**src/rtl/axi4_if.sv**
```systemverilog
// AXI4 single-beat, 32-bit data bus bundle.
// Master drives requests; slave drives readies and responses.
interface axi4_if;
  logic [31:0] awaddr;
  logic        awvalid;
  logic        awready;
  logic [31:0] wdata;
  logic [3:0]  wstrb;
  logic        wvalid;
  logic        wready;
  logic [1:0]  bresp;
  logic        bvalid;
  logic        bready;
  logic [31:0] araddr;
  logic        arvalid;
  logic        arready;
  logic [31:0] rdata;
  logic [1:0]  rresp;
  logic        rvalid;
  logic        rready;

  modport master (
    output awaddr, awvalid, wdata, wstrb, wvalid,
    output bready, araddr, arvalid, rready,
    input  awready, wready, bresp, bvalid,
    input  arready, rdata, rresp, rvalid
  );

  modport slave (
    input  awaddr, awvalid, wdata, wstrb, wvalid,
    input  bready, araddr, arvalid, rready,
    output awready, wready, bresp, bvalid,
    output arready, rdata, rresp, rvalid
  );
endinterface

```
**src/rtl/axi4_cmd_master.sv**
```systemverilog
// Single-outstanding AXI4 master: one command in, one bus
// transaction out, one response back; waits bounded by TIMEOUT.
module axi4_cmd_master #(
  parameter int ADDR_W  = 32,
  parameter int TIMEOUT = 256
) (
  input  logic              clk,
  input  logic              reset,
  input  logic              cmd_valid,
  output logic              cmd_ready,
  input  logic              cmd_write,
  input  logic [ADDR_W-1:0] cmd_addr,
  input  logic [31:0]       cmd_wdata,
  input  logic [3:0]        cmd_wstrb,
  output logic              rsp_valid,
  input  logic              rsp_ready,
  output logic [31:0]       rsp_rdata,
  output logic [1:0]        rsp_resp,
  output logic              rsp_timeout,
  axi4_if.master            axi_if
);

  localparam int CW = $clog2(TIMEOUT);
  localparam logic [CW-1:0] LAST = CW'(TIMEOUT - 1);

  typedef enum logic [2:0] {
    IDLE, WR_REQ, WR_RESP, RD_REQ, RD_RESP, RSP
  } state_e;

  state_e            state_q, state_d;
  logic [ADDR_W-1:0] addr_q, addr_d;
  logic [31:0]       wdata_q, wdata_d;
  logic [3:0]        wstrb_q, wstrb_d;
  logic              aw_done_q, aw_done_d;
  logic              w_done_q, w_done_d;
  logic [CW-1:0]     cnt_q, cnt_d;
  logic [31:0]       rdata_q, rdata_d;
  logic [1:0]        resp_q, resp_d;
  logic              tout_q, tout_d;
  logic              aw_now, w_now;

  assign cmd_ready      = (state_q == IDLE);
  assign rsp_valid      = (state_q == RSP);
  assign rsp_rdata      = rdata_q;
  assign rsp_resp       = resp_q;
  assign rsp_timeout    = tout_q;

  assign axi_if.awvalid = (state_q == WR_REQ) && !aw_done_q;
  assign axi_if.wvalid  = (state_q == WR_REQ) && !w_done_q;
  assign axi_if.arvalid = (state_q == RD_REQ);
  assign axi_if.bready  = (state_q == WR_RESP);
  assign axi_if.rready  = (state_q == RD_RESP);
  assign axi_if.awaddr  = 32'(addr_q);
  assign axi_if.araddr  = 32'(addr_q);
  assign axi_if.wdata   = wdata_q;
  assign axi_if.wstrb   = wstrb_q;

  // A channel counts as done once its valid has met ready.
  assign aw_now = aw_done_q | axi_if.awready;
  assign w_now  = w_done_q  | axi_if.wready;

  // State and captured command/response registers.
  always_ff @(posedge clk or posedge reset) begin
    if (reset) begin
      state_q   <= IDLE;
      addr_q    <= '0;
      wdata_q   <= '0;
      wstrb_q   <= '0;
      aw_done_q <= 1'b0;
      w_done_q  <= 1'b0;
      cnt_q     <= '0;
      rdata_q   <= '0;
      resp_q    <= '0;
      tout_q    <= 1'b0;
    end else begin
      state_q   <= state_d;
      addr_q    <= addr_d;
      wdata_q   <= wdata_d;
      wstrb_q   <= wstrb_d;
      aw_done_q <= aw_done_d;
      w_done_q  <= w_done_d;
      cnt_q     <= cnt_d;
      rdata_q   <= rdata_d;
      resp_q    <= resp_d;
      tout_q    <= tout_d;
    end
  end

  // Next-state: sequence the bus phases and the timeout.
  always_comb begin
    state_d   = state_q;
    addr_d    = addr_q;
    wdata_d   = wdata_q;
    wstrb_d   = wstrb_q;
    aw_done_d = aw_done_q;
    w_done_d  = w_done_q;
    cnt_d     = cnt_q;
    rdata_d   = rdata_q;
    resp_d    = resp_q;
    tout_d    = tout_q;
    unique case (state_q)
      IDLE: begin
        if (cmd_valid) begin
          addr_d    = cmd_addr;
          wdata_d   = cmd_wdata;
          wstrb_d   = cmd_wstrb;
          aw_done_d = 1'b0;
          w_done_d  = 1'b0;
          rdata_d   = '0;
          resp_d    = '0;
          tout_d    = 1'b0;
          state_d   = cmd_write ? WR_REQ : RD_REQ;
        end
      end
      WR_REQ: begin
        aw_done_d = aw_now;
        w_done_d  = w_now;
        if (aw_now && w_now) begin
          cnt_d   = '0;
          state_d = WR_RESP;
        end
      end
      WR_RESP: begin
        if (axi_if.bvalid) begin
          resp_d  = axi_if.bresp;
          state_d = RSP;
        end else if (cnt_q == LAST) begin
          resp_d  = 2'b10;
          tout_d  = 1'b1;
          state_d = RSP;
        end else begin
          cnt_d = cnt_q + 1'b1;
        end
      end
      RD_REQ: begin
        if (axi_if.arready) begin
          cnt_d   = '0;
          state_d = RD_RESP;
        end
      end
      RD_RESP: begin
        if (axi_if.rvalid) begin
          rdata_d = axi_if.rdata;
          resp_d  = axi_if.rresp;
          state_d = RSP;
        end else if (cnt_q == LAST) begin
          resp_d  = 2'b10;
          tout_d  = 1'b1;
          state_d = RSP;
        end else begin
          cnt_d = cnt_q + 1'b1;
        end
      end
      RSP: begin
        if (rsp_ready) state_d = IDLE;
      end
      default: state_d = IDLE;
    endcase
  end

endmodule
```
**src/flat_wrapper.sv**
```systemverilog
// flat-port wrapper written by rule: the top's interface ports become plain ports
module axi4_cmd_master_flat 
#(
  parameter int ADDR_W  = 32,
  parameter int TIMEOUT = 256
)
  (clk, reset, cmd_valid, cmd_ready, cmd_write, cmd_addr, cmd_wdata, cmd_wstrb, rsp_valid, rsp_ready, rsp_rdata, rsp_resp, rsp_timeout, axi_if_awaddr, axi_if_awvalid, axi_if_wdata, axi_if_wstrb, axi_if_wvalid, axi_if_bready, axi_if_araddr, axi_if_arvalid, axi_if_rready, axi_if_awready, axi_if_wready, axi_if_bresp, axi_if_bvalid, axi_if_arready, axi_if_rdata, axi_if_rresp, axi_if_rvalid);
  axi4_if axi_if_i ();
  input  logic clk;
  input  logic reset;
  input  logic cmd_valid;
  output logic cmd_ready;
  input  logic cmd_write;
  input  logic [ADDR_W-1:0] cmd_addr;
  input  logic [31:0] cmd_wdata;
  input  logic [3:0] cmd_wstrb;
  output logic rsp_valid;
  input  logic rsp_ready;
  output logic [31:0] rsp_rdata;
  output logic [1:0] rsp_resp;
  output logic rsp_timeout;
  output wire logic [$bits(axi_if_i.awaddr)-1:0] axi_if_awaddr;
  output wire logic [$bits(axi_if_i.awvalid)-1:0] axi_if_awvalid;
  output wire logic [$bits(axi_if_i.wdata)-1:0] axi_if_wdata;
  output wire logic [$bits(axi_if_i.wstrb)-1:0] axi_if_wstrb;
  output wire logic [$bits(axi_if_i.wvalid)-1:0] axi_if_wvalid;
  output wire logic [$bits(axi_if_i.bready)-1:0] axi_if_bready;
  output wire logic [$bits(axi_if_i.araddr)-1:0] axi_if_araddr;
  output wire logic [$bits(axi_if_i.arvalid)-1:0] axi_if_arvalid;
  output wire logic [$bits(axi_if_i.rready)-1:0] axi_if_rready;
  input wire logic [$bits(axi_if_i.awready)-1:0] axi_if_awready;
  input wire logic [$bits(axi_if_i.wready)-1:0] axi_if_wready;
  input wire logic [$bits(axi_if_i.bresp)-1:0] axi_if_bresp;
  input wire logic [$bits(axi_if_i.bvalid)-1:0] axi_if_bvalid;
  input wire logic [$bits(axi_if_i.arready)-1:0] axi_if_arready;
  input wire logic [$bits(axi_if_i.rdata)-1:0] axi_if_rdata;
  input wire logic [$bits(axi_if_i.rresp)-1:0] axi_if_rresp;
  input wire logic [$bits(axi_if_i.rvalid)-1:0] axi_if_rvalid;
  assign axi_if_awaddr = axi_if_i.awaddr;
  assign axi_if_awvalid = axi_if_i.awvalid;
  assign axi_if_wdata = axi_if_i.wdata;
  assign axi_if_wstrb = axi_if_i.wstrb;
  assign axi_if_wvalid = axi_if_i.wvalid;
  assign axi_if_bready = axi_if_i.bready;
  assign axi_if_araddr = axi_if_i.araddr;
  assign axi_if_arvalid = axi_if_i.arvalid;
  assign axi_if_rready = axi_if_i.rready;
  assign axi_if_i.awready = axi_if_awready;
  assign axi_if_i.wready = axi_if_wready;
  assign axi_if_i.bresp = axi_if_bresp;
  assign axi_if_i.bvalid = axi_if_bvalid;
  assign axi_if_i.arready = axi_if_arready;
  assign axi_if_i.rdata = axi_if_rdata;
  assign axi_if_i.rresp = axi_if_rresp;
  assign axi_if_i.rvalid = axi_if_rvalid;
  axi4_cmd_master #(.ADDR_W(ADDR_W), .TIMEOUT(TIMEOUT)) u_core (.clk(clk), .reset(reset), .cmd_valid(cmd_valid), .cmd_ready(cmd_ready), .cmd_write(cmd_write), .cmd_addr(cmd_addr), .cmd_wdata(cmd_wdata), .cmd_wstrb(cmd_wstrb), .rsp_valid(rsp_valid), .rsp_ready(rsp_ready), .rsp_rdata(rsp_rdata), .rsp_resp(rsp_resp), .rsp_timeout(rsp_timeout), .axi_if(axi_if_i));
endmodule
```
**config.mk**
```make
export PLATFORM = sky130hd
export DESIGN_NAME = axi4_cmd_master_flat
export DESIGN_NICKNAME = d
export VERILOG_FILES = /design/src/rtl/axi4_if.sv /design/src/rtl/axi4_cmd_master.sv /design/src/flat_wrapper.sv
export SDC_FILE = /design/constraint.sdc
export NUM_CORES = 1
export LEC_CHECK = 0
export CORE_MARGIN = 1.5
export CORE_UTILIZATION = 40
export CTS_CLUSTER_SIZE = 20
export DETAILED_ROUTE_END_ITERATION = 8
export MAX_ROUTING_LAYER = met4
export PLACE_DENSITY_LB_ADDON = 0.1
export SLEW_MARGIN = 20
export SYNTH_ARGS = -nofsm -noshare
export SYNTH_HDL_FRONTEND = slang
export SYNTH_SLANG_ARGS = --single-unit
```
**constraint.sdc**
```tcl
create_clock -name clk -period 5.8 [get_ports clk]
set_clock_uncertainty 0.1 [all_clocks]
set_input_delay 1.45 -clock clk [delete_from_list [all_inputs] [get_ports clk]]
set_output_delay 1.45 -clock clk [all_outputs]
set_load 0.01 [all_outputs]
```
# Word level (Yosys, flattened, before mapping)
# Index checks and enable logic that the tools add are counted.
dict set report totals {
  inputBits 114
  reg_bits 116
  wordCells 73
  output_inout_bits 142
}
dict set report classes {
  n_eq_ne 13
  n_mux 30
  addsub 1
  bitwise_logic 2
  reduce_logical 17
}
# op count
set op_table {}
lappend op_table {{$mux 32} 2}
lappend op_table {{$pmux 32 s2} 1}
lappend op_table {{$mux 8} 5}
lappend op_table {{$pmux 8 s4} 1}
lappend op_table {{$mux 3} 7}
lappend op_table {{$pmux 3 s6} 1}
lappend op_table {{$mux 2} 5}
lappend op_table {{$add 8x1->8 const B} 1}
lappend op_table {{$eq 8x8->1 const B} 1}
lappend op_table {{$ne 2x2->1 const B} 4}
lappend op_table {{$reduce_and 4->1} 2}
lappend op_table {{$eq 3x2->1 const B} 2}
lappend op_table {{$eq 3x3->1 const B} 2}
lappend op_table {{$ne 2x1->1 const B} 3}
lappend op_table {{$pmux 2 s3} 1}
lappend op_table {{$reduce_and 2->1} 3}
lappend op_table {{$reduce_and 5->1} 1}
lappend op_table {{$mux 1} 4}
lappend op_table {{$pmux 1 s2} 2}
lappend op_table {{$reduce_bool 2->1} 2}
lappend op_table {{$reduce_bool 4->1} 1}
lappend op_table {{$eq 3x1->1 const B} 1}
lappend op_table {{$logic_and 1x1->1} 3}
lappend op_table {{$logic_not 3->1} 1}
lappend op_table {{5 further kinds} 7}

# Longest topological paths before layout
# Gate-level depths: netlist of the first run.
dict set report depth {
  depth_word 4
  mapped_depth 6
  mapped_depth_nobuf 5
}

# Least setup slack after synthesis of the first run
# OpenSTA, ideal clock, no wires.
dict set report synth_timing {
  kind {reg-to-output}
  start {register u_core.state_q[1]}
  end {output axi_if_rready}
  required_time_ps 4250
  arrival_ps 1291
  path_stages_with_launch 4
  n_path_buf 2
  setup_slack_ps 2959
  cell_sequence {dfrtp_1 > buf_2 > nor3b_1 > clkbuf_1}
}
dict set report synth_via {
  elab_chain_len 1
}
# element line_no
set synth_lines {}
lappend synth_lines {{start, declared} axi4_cmd_master.sv:30} ;# state_e state_q, state_d;
lappend synth_lines {{start signal, assigned} axi4_cmd_master.sv:76} ;# state_q <= state_d;
lappend synth_lines {{$eq 3x3->1} axi4_cmd_master.sv:52} ;# assign axi_if.rready = (state_q == RD_RESP);
lappend synth_lines {{end, declared} flat_wrapper.sv:30} ;# output wire logic [$bits(axi_if_i.rready)-1:0] axi_if_rready;
# No other way between the ends.

# Worst setup path in the final report of the first run
dict set report layout_timing {
  start {register u_core.state_q[2]}
  end {output axi_if_rready}
}
# The elaborated chain is that of the path after synthesis.

==> reports/results.tsv, run 1 <==
metric	value	unit
status	finished, final reports clean	
grt_usage	0.2188	
worstPathRequired	4.25	ns
die_y	115.0	um
ctsResizeCount	0	
critPathKind	flip-flop to output port	
synth-async-reset-ratio	1.000	
worst_pin_slew	0.9907	ns
min_period	3.905	ns
drt_iter0_markers	186	
num_rows	40	
final.setup.tns	0	ns
wl	13590	um
hold_depth	2	
hp-start	u_core.rsp_rdata[2]	
die_area	0.01322	sq mm
crit_path_start	u_core.state_q[2]	
power_density	548.8	mW/mm^2
switching_share	0.3257	
peakVddDrop	0.2817	mV
rsz0062_at_grt	false	
synth.largest_area_cell	dfrtp_1	
routabilityCongestion	0.8006	
grt_pass1_vias	4009	
portBuffers	255	
slew_violations	0	
synth-seq-area-share	0.5787	
switchingPower	0.001446	W
die_w	115.0	um
p_seq_frac	0.326	
cp.arrival	2.36	ns
power.internal	0.002993	W
ctsHoldBuffers	0	
cts_buffer_depth	2	
r2r_cells	6	
start_kind	flip-flop	
drive_gt1_frac	0.06306	
maxCapViolations	0	
place_hpwl	10020	um
antenna_cells	0	
cp_max_fo	33	
worstHoldPathType	flip-flop to flip-flop	
reg2reg_from	u_core.state_q[1]	
cts_made_buffers	17	
endpoint_kind	output port	
viasPerCell	4.806	
ys_warn_count	0	
clock_latency	0.41	ns
cts.sinks	116	
antenna_found_initial	0	
synth-main-ff-cell	dfrtp_1	
core_area	0.01211	sq mm
area_delta_synth_final	61.26	%
htreeDepth	4	
comb_power_share	0.440	
slew_headroom	0.3395	
io_pins	256	
drc	0	
cts_tree	yes	
firstDrtPassIters	5	
finalSetupViolCount	0	
synth_nets	545	
num_vias	4008	
p_leak	3.370	nW
cts_setup_buffers	0	
synth_edf_count	0	
synth_top_area_share	0.5787	
clock.fmax	256.1	MHz
clkSlewWorstSetupHoldPaths	0.06	ns
overflow	0	
synth_most_common_cell	dfrtp_1	
wl_per_cell	16.30	um
total_power	0.004439	W
yosys-top-cells-area	dfrtp_1 (58%), mux2_1 (15%), nand2_1 (5.3%), buf_4 (4.9%), o21ai_1 (3.4%)	
cts-root-buf	clkbuf_16	
synth_common_cells	dfrtp_1 (116), nand2_1 (71), mux2_1 (68)	
initial_core_util	0.4142	
finalCritPeriodShare	0.6733	
drt.antenna.violating_nets	0	
ys_ff_latch	116	
grt_first_pass_wirelength	21220	um
synth_area	0.005016	sq mm
synth_cells	430	
synth_cell_types	50	
pwr-share-clk	0.235	
nNetsFinal	769	
synth.avg_cell_area	11.67	sq um
finalHoldViolCount	0	
grt_max_degree	71	
==> metal layers <==
metal / track usage / vias up / share of wire
li1: - / 1905 / -
met1: 0.2552 / 1915 / 0.40
met2: 0.3671 / 173 / 0.52
met3: 0.06273 / 15 / 0.067
met4: 0.06749 / 0 / 0.016
met5: - / - / 0
==> worst paths after layout <==
kind	endpoint	slack (ns)
max	axi_if_rready	1.89
min	u_core.rsp_rdata[2]	0.38
max reg2reg	u_core.rsp_rdata[3]	3.21
min reg2reg	u_core.rsp_rdata[2]	0.38
max in group asynchronous	u_core.axi_if.araddr[10]	3.23
min in group asynchronous	u_core.rsp_rdata[27]	1.47
==> critical path, stage by stage (launching register included) <==
cell and delay (ns):
dfrtp_1 0.71, nor3b_2 0.26, buf_4 0.34, clkdlybuf4s50_1 0.61
==> placed cells by master, fill, tap and decap left out, types with 2 or more instances in the layout <==
| master | instances |
|---|---|
| clkdlybuf4s50_1 | 255 |
| dfrtp_1 | 116 |
| nand2_1 | 71 |
| mux2_1 | 68 |
| o21ai_1 | 34 |
| clkbuf_16 | 17 |
| nor2_1 | 13 |
| a21oi_1 | 8 |
| inv_1 | 5 |
| clkinv_2 | 5 |
| buf_4 | 5 |
| nand3_1 | 4 |
| a211o_1 | 4 |
| and3_1 | 3 |
| nor3_1 | 3 |
| bufinv_16 | 3 |
| nand4_1 | 2 |
| nor4_1 | 2 |
| o31ai_1 | 2 |
| a22oi_1 | 2 |
| o22ai_1 | 2 |
| or3_1 | 2 |
| a21o_1 | 2 |
| o21ai_0 | 2 |
| clkbuf_8 | 2 |
| clkbuf_1 | 2 |
==> metrics by stage <==
step	hold slack, ns	instance area, sq um	worst slack (ns)	utilization	std cells
2_1_floorplan	0.3979	5016	1.178	-	430
3_3_place_gp	0.3678	7497	2.008	0.6190	803
3_5_place_dp	0.3738	7497	1.925	0.6190	803
4_1_cts	0.3853	8089	1.867	0.6679	834
5_1_grt	0.3956	8089	1.758	0.6679	834
6_report	0.3782	8089	1.895	0.6679	834
==> cells by family (layout without fill, tap and decap cells) <==
logic type | count (synthesis) | count (layout) | share of synthesized area
AO/OA/AOI/OAI | 67 | 67 | 0.08331
XOR/XNOR | 2 | 2 | 0.003493
adder cells (fa/ha/maj) | 1 | 1 | 0.002494
buffers and inverters | 61 | 297 | 0.07284
flip-flops | 116 | 116 | 0.5787
multiplexers | 69 | 69 | 0.1549
AND/OR/NAND/NOR | 114 | 114 | 0.1043
==> state kept, by name (all words and copies together) (netlist names) <==
| register | flops |
|---|---|
| u_core.axi_if.araddr | 32 |
| u_core.axi_if.wdata | 32 |
| u_core.rsp_rdata | 32 |
| u_core.cnt_q | 8 |
| u_core.axi_if.wstrb | 4 |
| u_core.state_q | 3 |
| u_core.rsp_resp | 2 |
| u_core.aw_done_q | 1 |
| u_core.rsp_timeout | 1 |
| u_core.w_done_q | 1 |
==> final cells by class <==
cell class / count / area [sq um]
repair buffers: 260 / 2590
clock inverters: 10 / 131.4
fillers: 969 / 4023
clock buffers: 21 / 460.4
well taps: 168 / 210.2
flip-flops and latches: 116 / 2903
multi-input cells: 253 / 1769
inverters: 6 / 25.02
==> power by group through the flow <==
stage               sequential [W]  combinational (W)  clock, W
finish                     0.00145            0.00195   0.00104
global route               0.00150            0.00210   0.00110
CTS                        0.00145            0.00198   0.00106
detailed placement         0.00146            0.00197         0
global placement           0.00144            0.00194         0
floorplan                  0.00153           0.000871         0
Note: power is estimated with default switching activity, not from simulation.
==> run 2: changes to the inputs <==
--- a/config.mk
+++ b/config.mk
@@ -6,7 +6,7 @@
 export NUM_CORES = 1
 export LEC_CHECK = 0
 export CORE_MARGIN = 1.5
-export CORE_UTILIZATION = 40
+export CORE_UTILIZATION = 36
 export CTS_CLUSTER_SIZE = 20
 export DETAILED_ROUTE_END_ITERATION = 8
 export MAX_ROUTING_LAYER = met4
==> constraint.sdc (replaced) <==
create_clock -name clk -period 3.4 [get_ports clk]
set_clock_uncertainty 0.1 [all_clocks]
set_input_delay 0.85 -clock clk [delete_from_list [all_inputs] [get_ports clk]]
set_output_delay 0.85 -clock clk [all_outputs]
set_load 0.01 [all_outputs]
==> run 2 against run 1 <==
Largest cell class unchanged. Utilization shrank 6.3 points. First-iteration DRC count decreased by 5.9%. Clock-buffer cell count grew 4. Sequential share of layout area fell by 0.066 points. Critical endpoint is now axi_if_awvalid. Via count barely moved. Sequential power up 68%.
==> reports/results.tsv, run 2 (synthesis results as in run 1) <==
metric	value	unit	change
grt_usage	0.1914		was 0.2188
viasPerCell	4.736		was 4.806
portBuffers	255		unchanged
cp.arrival	2.12	ns	was 2.36 ns
slowest_stage	dfrtp_1		unchanged
final_cells	847		was 834
cts_made_buffers	17		unchanged
drive_gt1_frac	0.06557		was 0.06306
worstHoldPathType	flip-flop to flip-flop		unchanged
die_y	121.0	um	was 115.0 um
peakVddDrop	0.3808	mV	was 0.2817 mV
io_pins	256		unchanged
final_common_cell	clkdlybuf4s50_1		unchanged
grt_max_degree	69		was 71
ctsResizeCount	0		unchanged
clock.fmax	325.6	MHz	
routabilityCongestion	0.8221		was 0.8006
clkSlewWorstSetupHoldPaths	0.05	ns	was 0.06 ns
num_vias	4011		was 4008
slew_headroom	0.5926		was 0.3395
clock_latency	0.40	ns	was 0.41 ns
firstDrtPassIters	4		was 5
htreeDepth	4		unchanged
overflow	0		unchanged
core_area	0.01340	sq mm	was 0.01211 sq mm
ctsHoldBuffers	0		unchanged
die_w	121.0	um	was 115.0 um
critPathKind	flip-flop to output port		unchanged
antenna_found_initial	0		unchanged
cts_buffer_depth	2		unchanged
area_delta_synth_final	61.56	%	was 61.26%
drt.antenna.violating_nets	0		unchanged
cp_max_fo	15		was 33
cts-root-buf	clkbuf_16		unchanged
power_density	907.6	mW/mm^2	was 548.8 mW/mm^2
finalHoldViolCount	0		unchanged
cts.sinks	116		unchanged
worst_pin_slew	0.6055	ns	was 0.9907 ns
p_leak	3.369	nW	was 3.370 nW
initial_core_util	0.3743		was 0.4142
slew_violations	0		unchanged
num_rows	42		was 40
wl	13240	um	was 13590 um
nNetsFinal	775		was 769
drc	0		unchanged
die_area	0.01465	sq mm	was 0.01322 sq mm
grt_first_pass_wirelength	20840	um	was 21220 um
fillCellCount	1129		was 969
drt_iter0_markers	175		was 186
maxCapViolations	0		unchanged
finalSetupViolCount	0		unchanged
cts_setup_buffers	0		unchanged
start_kind	flip-flop		unchanged
status	finished, final reports clean		unchanged
critPathMaxStageDelay	0.60	ns	was 0.71 ns
worstPathRequired	2.45	ns	was 4.25 ns
final.setup.tns	0	ns	unchanged
total_power	0.007355	W	was 0.004439 W
place_hpwl	9877	um	was 10020 um
dp_cells	817		was 803
finalCritPeriodShare	0.9032		
min_period	3.071	ns	
wl_per_cell	15.63	um	was 16.30 um
antenna_cells	0		unchanged
cts_tree	yes		unchanged
endpoint_kind	output port		unchanged
rsz0062_at_grt	false		unchanged
path_cells	or3b_1 > nor2_1 > clkdlybuf4s50_1		was nor3b_2 > buf_4 > clkdlybuf4s50_1
mostFrequentLayoutCells	clkdlybuf4s50_1 (255), dfrtp_1 (116), nand2_1 (71)		unchanged
grt_pass1_vias	4005		was 4009
## run 2: report_power, final
group	internal, W	switching (W)
sequential	0.00200	0.000433
clock	0.000973	0.000566
combinational	0.00197	0.00142
total	0.00494	0.00242
## run 2: cell type report
| class | count | area (sq um) | share of cell area |
|---|---|---|---|
| Sequential cell | 116 | 2903 | 0.3582 |
| Timing Repair Buffer | 266 | 2673 | 0.3298 |
| Multi-Input combinational cell | 253 | 1769 | 0.2183 |
| Clock buffer | 25 | 485.5 | 0.05990 |
| Tap cell | 176 | 220.2 | 0.02717 |
| Clock inverter | 5 | 27.53 | 0.003397 |
| Inverter | 6 | 26.28 | 0.003242 |
## run 2: metrics by stage
| step | util | worst slack, ns | hold WS (ns) | cell area [sq um] |
|---|---|---|---|---|
| floorplan | - | 1.037 | 0.3979 | 5020 |
| global placement | 0.5665 | 0.5423 | 0.3664 | 7591 |
| detailed placement | 0.5665 | 0.5146 | 0.3737 | 7591 |
| CTS | 0.6048 | 0.2987 | 0.3849 | 8104 |
| global route | 0.6048 | 0.2324 | 0.3940 | 8104 |
| finish | 0.6048 | 0.3290 | 0.3793 | 8104 |
## run 2: path summary, 6_finish.rpt
check                                        start                 endpoint  slack [ns]  cells past startpoint
min in group asynchronous                    reset       u_core.rsp_resp[0]        0.78                      2
setup reg to reg                 u_core.state_q[2]          u_core.cnt_q[5]        1.05                      6
hold reg to reg            u_core.axi_if.wdata[30]  u_core.axi_if.wdata[30]        0.38                      1
max in group asynchronous                    reset   u_core.axi_if.wstrb[2]        1.77                      3
hold / removal             u_core.axi_if.wdata[30]  u_core.axi_if.wdata[30]        0.38                      1
setup / recovery                 u_core.state_q[0]           axi_if_awvalid        0.33                      3
## run 2: per-layer routing
metal / GRT usage / routed length, um / up-vias
met4: 0.07794 / 227 / 0
met1: 0.2179 / 5394 / 1923
met3: 0.05404 / 928 / 17
li1: - / - / 1906
met2: 0.3189 / 6685 / 165
met5: - / 0 / -
## run 2: worst max-delay path: cells and delay by family, from the launching register on
family | cells | cell delay [ns]
DFF | 1 | 0.60
and+or+nand+nor | 2 | 0.57
buffers and inverters | 1 | 0.55
